[src/rtl/egress_meta_pkg.sv]
// Shared field layout and word builder for the egress completion queue.
// Latency: none (types and constants only).
// Backpressure: not applicable.
package egress_meta_pkg;

  localparam int PORT_W    = 2;
  localparam int META_W    = 28;
  localparam int VALID_BIT = 31;
  localparam int OVF_BIT   = 30;
  localparam int PORT_LSB  = 28;

  // Status word seen by software: valid, overflow, source port, payload.
  typedef struct packed {
    logic              valid;
    logic              ovf;
    logic [PORT_W-1:0] port;
    logic [11:0]       pkt_len;
    logic [15:0]       ts;
  } meta_word_t;

  // Assemble a valid status word from its fields.
  function automatic meta_word_t make_word(input logic              ovf,
                                           input logic [PORT_W-1:0] port,
                                           input logic [META_W-1:0] payload);
    logic [31:0] w;
    w                      = '0;
    w[VALID_BIT]           = 1'b1;
    w[OVF_BIT]             = ovf;
    w[PORT_LSB +: PORT_W]  = port;
    w[META_W-1:0]          = payload;
    return meta_word_t'(w);
  endfunction

endpackage

[src/rtl/egress_meta_queue_if.sv]
// Bundles the egress record handshake and the software status-word signals.
// Latency: none (wires only).
// Backpressure: ready is produced by the slave (queue) side per port.
interface egress_meta_queue_if #(
  parameter int PORTS  = 4,
  parameter int META_W = 28,
  parameter int DEPTH  = 16
);
  logic [PORTS-1:0]        egress_meta_valid;
  logic [PORTS*META_W-1:0] egress_meta_data;
  logic [PORTS-1:0]        egress_meta_ready;
  logic                    interface_out_ack;
  logic [31:0]             interface_in;
  logic [$clog2(DEPTH):0]  queue_count;

  // Master: egress ports plus software ack source.
  modport master (
    output egress_meta_valid, egress_meta_data, interface_out_ack,
    input  egress_meta_ready, interface_in, queue_count
  );

  // Slave: the queue itself.
  modport slave (
    input  egress_meta_valid, egress_meta_data, interface_out_ack,
    output egress_meta_ready, interface_in, queue_count
  );
endinterface

[src/rtl/egress_meta_queue_rr_arbiter.sv]
// Round-robin picker: one grant per cycle, search starts at the stored pointer.
// Latency: grant is combinational; pointer moves to winner+1 on the next edge.
// Backpressure: en=0 suppresses every grant and freezes the pointer.
module rr_arbiter #(
  parameter int N = 4
) (
  input  logic                 clk,
  input  logic                 rst_n,
  input  logic                 en,
  input  logic [N-1:0]         req,
  output logic [N-1:0]         gnt,
  output logic [$clog2(N)-1:0] gnt_idx,
  output logic                 gnt_vld
);
  localparam int IW = $clog2(N);

  logic [IW-1:0] ptr_q, ptr_d;
  logic [IW-1:0] cand;

  // First requester at or after the pointer wins; N is a power of two so the index wraps for free.
  always_comb begin
    gnt     = '0;
    gnt_idx = '0;
    gnt_vld = 1'b0;
    cand    = '0;
    for (int i = 0; i < N; i++) begin
      cand = ptr_q + IW'(i);
      if (en && !gnt_vld && req[cand]) begin
        gnt_vld = 1'b1;
        gnt_idx = cand;
      end
    end
    if (gnt_vld) begin
      gnt[gnt_idx] = 1'b1;
    end
    ptr_d = gnt_vld ? gnt_idx + 1'b1 : ptr_q;
  end

  // Pointer register.
  always_ff @(posedge clk or negedge rst_n) begin
    if (!rst_n) begin
      ptr_q <= '0;
    end else begin
      ptr_q <= ptr_d;
    end
  end
endmodule

[src/rtl/egress_meta_queue.sv]
// Merges per-port completion records into a FIFO whose head is the software status word.
// Latency: accepted record visible on interface_in next cycle; ack rising edge pops, next head next cycle.
// Backpressure: per-port ready from round robin, all low when full; EGRESS_META_DROP_EN drops instead.
module egress_meta_queue #(
  parameter int PORTS  = 4,
  parameter int DEPTH  = 16,
  parameter int META_W = 28
) (
  input  logic                clk,
  input  logic                reset_n,
  egress_meta_queue_if.slave  bus
);
  import egress_meta_pkg::*;

  localparam int PTR_W = $clog2(DEPTH);
  localparam int CNT_W = PTR_W + 1;
  localparam int SEL_W = $clog2(PORTS);

  logic [PTR_W-1:0] rd_ptr_q, rd_ptr_d;
  logic [PTR_W-1:0] wr_ptr_q, wr_ptr_d;
  logic [CNT_W-1:0] count_q, count_d;
  meta_word_t       mem_q [DEPTH];
  meta_word_t       mem_d [DEPTH];
  logic [31:0]      head_q, head_d;
  logic             ack_q, ack_d;
  logic             ovf_q, ovf_d;

  logic             full, empty, ack_edge, pop, push, drop, arb_en;
  logic [PORTS-1:0] gnt;
  logic [SEL_W-1:0] gnt_idx;
  logic             gnt_vld;
  logic [META_W-1:0] win_payload;
  meta_word_t       push_word;

  assign full  = (count_q == CNT_W'(DEPTH));
  assign empty = (count_q == '0);

`ifdef EGRESS_META_DROP_EN
  // Arbitration never stalls; a winner arriving while full is thrown away.
  assign arb_en = 1'b1;
  assign push   = gnt_vld && !full;
  assign drop   = gnt_vld && full;
  assign bus.egress_meta_ready = {PORTS{reset_n}};
  logic unused_gnt;
  assign unused_gnt = &gnt;
`else
  // Full blocks every grant, even when software pops in the same cycle.
  assign arb_en = !full;
  assign push   = gnt_vld;
  assign drop   = 1'b0;
  assign bus.egress_meta_ready = gnt & {PORTS{reset_n}};
`endif

  rr_arbiter #(.N(PORTS)) u_arb (
    .clk     (clk),
    .rst_n   (reset_n),
    .en      (arb_en),
    .req     (bus.egress_meta_valid),
    .gnt     (gnt),
    .gnt_idx (gnt_idx),
    .gnt_vld (gnt_vld)
  );

  assign win_payload = bus.egress_meta_data[gnt_idx*META_W +: META_W];
  assign push_word   = make_word(ovf_q, gnt_idx, win_payload);
  assign ack_edge    = bus.interface_out_ack && !ack_q;
  assign pop         = ack_edge && !empty;

  // Queue next state; the head is read from the post-write array so a push into an empty queue shows up directly.
  always_comb begin
    rd_ptr_d = rd_ptr_q;
    wr_ptr_d = wr_ptr_q;
    count_d  = count_q;
    mem_d    = mem_q;
    ovf_d    = ovf_q;
    ack_d    = bus.interface_out_ack;
    head_d   = '0;
    if (push) begin
      mem_d[wr_ptr_q] = push_word;
      wr_ptr_d        = wr_ptr_q + 1'b1;
      ovf_d           = 1'b0;
    end
    if (drop) begin
      ovf_d = 1'b1;
    end
    if (pop) begin
      rd_ptr_d = rd_ptr_q + 1'b1;
    end
    case ({push, pop})
      2'b10:   count_d = count_q + 1'b1;
      2'b01:   count_d = count_q - 1'b1;
      default: count_d = count_q;
    endcase
    if (count_d != '0) begin
      head_d = mem_d[rd_ptr_d];
    end
  end

  // State registers; everything is discarded the moment reset asserts.
  always_ff @(posedge clk or negedge reset_n) begin
    if (!reset_n) begin
      rd_ptr_q <= '0;
      wr_ptr_q <= '0;
      count_q  <= '0;
      mem_q    <= '{default: '0};
      head_q   <= '0;
      ack_q    <= 1'b0;
      ovf_q    <= 1'b0;
    end else begin
      rd_ptr_q <= rd_ptr_d;
      wr_ptr_q <= wr_ptr_d;
      count_q  <= count_d;
      mem_q    <= mem_d;
      head_q   <= head_d;
      ack_q    <= ack_d;
      ovf_q    <= ovf_d;
    end
  end

  assign bus.interface_in = head_q;
  assign bus.queue_count  = count_q;
endmodule

[src/flat_wrapper.sv]
// flat-port wrapper written by rule: the top's interface ports become plain ports
module egress_meta_queue_flat import egress_meta_pkg::*;
#(
  parameter int PORTS  = 4,
  parameter int DEPTH  = 16,
  parameter int META_W = 28
)
  (clk, reset_n, bus_egress_meta_valid, bus_egress_meta_data, bus_interface_out_ack, bus_egress_meta_ready, bus_interface_in, bus_queue_count);
  egress_meta_queue_if #(.PORTS(PORTS), .META_W(META_W), .DEPTH(DEPTH)) bus_i ();
  input  logic clk;
  input  logic reset_n;
  input wire logic [$bits(bus_i.egress_meta_valid)-1:0] bus_egress_meta_valid;
  input wire logic [$bits(bus_i.egress_meta_data)-1:0] bus_egress_meta_data;
  input wire logic [$bits(bus_i.interface_out_ack)-1:0] bus_interface_out_ack;
  output wire logic [$bits(bus_i.egress_meta_ready)-1:0] bus_egress_meta_ready;
  output wire logic [$bits(bus_i.interface_in)-1:0] bus_interface_in;
  output wire logic [$bits(bus_i.queue_count)-1:0] bus_queue_count;
  assign bus_i.egress_meta_valid = bus_egress_meta_valid;
  assign bus_i.egress_meta_data = bus_egress_meta_data;
  assign bus_i.interface_out_ack = bus_interface_out_ack;
  assign bus_egress_meta_ready = bus_i.egress_meta_ready;
  assign bus_interface_in = bus_i.interface_in;
  assign bus_queue_count = bus_i.queue_count;
  egress_meta_queue #(.PORTS(PORTS), .DEPTH(DEPTH), .META_W(META_W)) u_core (.clk(clk), .reset_n(reset_n), .bus(bus_i));
endmodule
[config.mk]
export PLATFORM = sky130hd
export DESIGN_NAME = egress_meta_queue_flat
export DESIGN_NICKNAME = d
export VERILOG_FILES = /design/src/rtl/egress_meta_pkg.sv /design/src/rtl/egress_meta_queue_if.sv /design/src/rtl/egress_meta_queue_rr_arbiter.sv /design/src/rtl/egress_meta_queue.sv /design/src/flat_wrapper.sv
export SDC_FILE = /design/constraint.sdc
export NUM_CORES = 1
export LEC_CHECK = 0
export BUFFER_PORTS_ARGS = -buffer_cell sky130_fd_sc_hd__buf_4
export CAP_MARGIN = 20
export CORE_MARGIN = 4
export CORE_UTILIZATION = 60
export DETAILED_ROUTE_END_ITERATION = 12
export PLACE_DENSITY = 0.75
export REMOVE_ABC_BUFFERS = 1
export SETUP_SLACK_MARGIN = 0.05
export SYNTH_ARGS = -nofsm -noshare
export SYNTH_HDL_FRONTEND = slang
export SYNTH_SLANG_ARGS = --single-unit
[constraint.sdc]
create_clock -name clk -period 5.5 [get_ports clk]
set_input_delay 1.1 -clock clk [delete_from_list [all_inputs] [get_ports clk]]
set_output_delay 1.1 -clock clk [all_outputs]
set_load 0.005 [all_outputs]
==> impl_metrics.csv <==
group,metric,value,unit
outcome,outcome,"completed",
timing,setup_violations,0,
critical_path,r2r_cells,17,
floorplanning,core-area,43100,µm²
clocking,root_buffer,"clkbuf_16",
floorplanning,io_pins,160,
synthesis,ys_top_cells_by_area,"dfrtp_1 (54%), o21ai_0 (10%), nand2_1 (7.8%)",
floorplanning,initial_core_util,0.606,
clocking,cts_setup_buffers,0,
detailed_routing,first_iter_violations,2433,
synthesis,synth_top_area_share,0.537,
synthesis,netlist_area,26100,µm²
critical_path,worstPathMaxFanout,15,
synthesis,synth_area_leader_cell,"dfrtp_1",
synthesis,synth_enable_flop_cells,0,
critical_path,worst-r2r-setup-slack,490,ps
power,switchingPower,8.64,mW
timing,slew_headroom,0.292,
power,powerDensity,656,nW/µm²
detailed_routing,wl_met3,7040,µm
timing,period_minus_slack,5010,ps
clocking,clk_latency,610,ps
clocking,clkTransAtPathRegs,60,ps
synthesis,synth_xor_area_frac,0.00499,
detailed_routing,via_per_inst,6.46,
grt,grt_pass1_vias,22400,
floorplanning,fp-row-count,76,
critical_path,end_kind,"flip-flop",
job,drv_cap,0,
clocking,clock_path_buffers,3,
synthesis,synth_cells,2816,
clocking,cts_tree,"built",
synthesis,synthFlopType,"dfrtp_1",
grt,grt_pass1_wl,126000,µm
synthesis,synth_mux_area_frac,0.0130,
timing,rsz0062_at_grt,"false",
power,peakVddDrop,362,µV
synthesis,ys_seq_area_frac,0.537,
detailed_routing,dr.pass1.iters,6,
grt,grt_overflow,0,
power,leakagePower,13.6,nW
critical_path,cp-start-kind,"flip-flop",
timing,min_period_over_period,0.911,
power,p_comb_frac,0.481,
synthesis,synth-simple-area-share,0.158,
grt,grt_max_degree,179,
synthesis,synth-compound-area-share,0.233,
detailed_routing,ant_nets,0,
hold_path,hold_path_class,"reg -> reg",
place,place_hpwl,47100,µm
clocking,cts_max_level,2,
place,gp_congestion,0.863,
critical_path,r2r_end,"u_core.bus.interface_in[21]$_DFF_PN0_",
power,p_total,19.6,mW
layout,final_layout_size_suffix_gt1_frac,0.146,
floorplanning,die-area,46900,µm²
hold_path,min_from,"u_core.mem_q[127]$_DFF_PN0_",
critical_path,required,5960,ps
clocking,cts_sinks,560,
synthesis,async_flop_share,1.00,
place,pre_cts_slack,19.7,ps
grt,antenna_found_initial,1,
timing,skew,25.9,ps
detailed_routing,top_layer,"met5",
timing,holdWs,455,ps
timing,max_freq,0.200,GHz
hold_path,whs_endpoint,"u_core.mem_q[127]$_DFF_PN0_",
synthesis,synth_seq_cells,560,
layout,finalNetCount,2979,
detailed_routing,wl,79500,µm
detailed_routing,wl_met2,36600,µm
synthesis,synthDistinctLibCells,68,
timing,hold_viol_final,0,
floorplanning,die-width,217,µm
synthesis,avgSynthCellArea,9.27,µm²
critical_path,criticalPathCategory,"reg -> reg",
detailed_routing,routedWlPerCell,22.9,µm
power,internal_power,11.0,mW
timing,tightest_slew,1060,ps
detailed_routing,met1Wirelength,32600,µm
place,portBuffers,159,
detailed_routing,drc_errors,0,
synthesis,synth_fa_ha_area_frac,0.00575,
detailed_routing,vias,22500,
synthesis,synth_most_common_cell,"dfrtp_1",
clocking,postCtsResizedCells,0,
synthesis,ys_warn_count,0,
timing,maxSlewViolCount,0,
layout,antenna_cells,0,
clocking,ctsHoldBuffers,0,
critical_path,rr_startpoint,"u_core.bus.queue_count[2]$_DFF_PN0_",
power,switching_share,0.440,
power,clkPwrFrac,0.192,
grt,grt_usage,0.337,
timing,setup_ws,490,ps
floorplanning,die_h,217,µm
synthesis,synth_top_family_by_area,"compound AO/OA/AOI/OAI gates",
critical_path,cp.arrival,5470,ps
power,seq_power_share,0.327,
synthesis,synth.top_cells.by_count,"dfrtp_1 (560), nand2_1 (539), o21ai_0 (536)",
layout,area_growth,14.8,%
hold_path,hold_depth,1,
clocking,cts-buffers-inserted,56,
[cell type report]
type / count / area [µm²]
clock inverters: 14 / 123
multi-input cells: 1951 / 11100
clock buffers: 86 / 1690
well taps: 585 / 732
inverters: 14 / 57.6
flip-flops and latches: 560 / 14000
repair buffers: 265 / 2250
fillers: 3316 / 13100
[power by group through the flow]
stage	Combinational [mW]	Clock, mW	Sequential, mW
floorplan	5.43	0	6.29
global placement	8.92	0	6.39
detailed placement	9.16	0	6.47
CTS	9.24	3.82	6.40
global route	10.3	4.00	6.56
finish	9.45	3.78	6.42
[placed cells by master (no fill, tap or decap), types with 21 or more instances in the layout]
cell,count
a211oi_1,31
a21oi_1,40
a22oi_1,27
a311oi_2,26
buf_4,242
clkbuf_16,57
dfrtp_1,560
mux2i_1,24
nand2_1,539
nand2b_1,21
nand3_1,69
nand4_1,31
nor2_1,115
nor2b_1,33
nor3_1,28
o2111ai_1,28
o211a_1,26
o211ai_1,134
o21ai_0,536
o221ai_1,32
o31ai_1,55
or4_1,22
[worst max path at each step]
stage	start	end	slack, ps	cells past startpoint
3_5_place_dp	bus_egress_meta_valid[0]	u_core.bus.interface_in[18]$_DFF_PN0_	20	18
5_1_grt	u_core.bus.queue_count[2]$_DFF_PN0_	u_core.bus.interface_in[21]$_DFF_PN0_	200	17
2_1_floorplan	bus_interface_out_ack	u_core.bus.interface_in[26]$_DFF_PN0_	-2150	11
6_report	u_core.bus.queue_count[2]$_DFF_PN0_	u_core.bus.interface_in[21]$_DFF_PN0_	490	17
3_3_place_gp	bus_egress_meta_valid[1]	u_core.bus.interface_in[23]$_DFF_PN0_	110	18
4_1_cts	u_core.bus.queue_count[2]$_DFF_PN0_	u_core.bus.interface_in[18]$_DFF_PN0_	410	17
[critical path, stage by stage (launching register included)]
cell       delay (ps)
dfrtp_1           490
or4_4             620
o21ai_2           200
inv_2             120
ha_1              250
xor2_1            170
ha_1              230
a21oi_1           150
xor2_1            240
nor3_1             60
or3b_2            480
a2111oi_4         400
buf_12            200
nor2_2             60
buf_4             220
a22oi_1           250
o2111ai_1         150
or4_1             550
[per-layer routing]
metal	global-route usage	vias up
li1	-	10100
met4	0.142	2
met5	0	-
met3	0.0642	204
met1	0.461	11000
met2	0.536	1134
[state kept, by name (all words and copies together), names as in the netlist]
register / flops
u_core.mem_q: 512
u_core.bus.interface_in: 32
u_core.bus.queue_count: 5
u_core.rd_ptr_q: 4
u_core.wr_ptr_q: 4
u_core.u_arb.ptr_q: 2
u_core.ack_q: 1
[kinds of logic after synthesis]
logic type      count (synthesis)
buf+inv                       305
fa+ha+maj                      12
mux                            30
simple gates                  927
flops                         560
compound gates                971
xor+xnor                       11
[metrics by stage]
stage | TNS (ps) | cells | area [µm²] | util
after global placement | 0 | 3371 | 28100 | 0.652
final | 0 | 3475 | 30000 | 0.696
after CTS | 0 | 3472 | 29900 | 0.695
after detailed placement | 0 | 3372 | 28100 | 0.653
after floorplan | -268520 | 2525 | 24900 | -
after global routing | 0 | 3475 | 30000 | 0.696
Note: power is estimated with default switching activity, not from simulation.
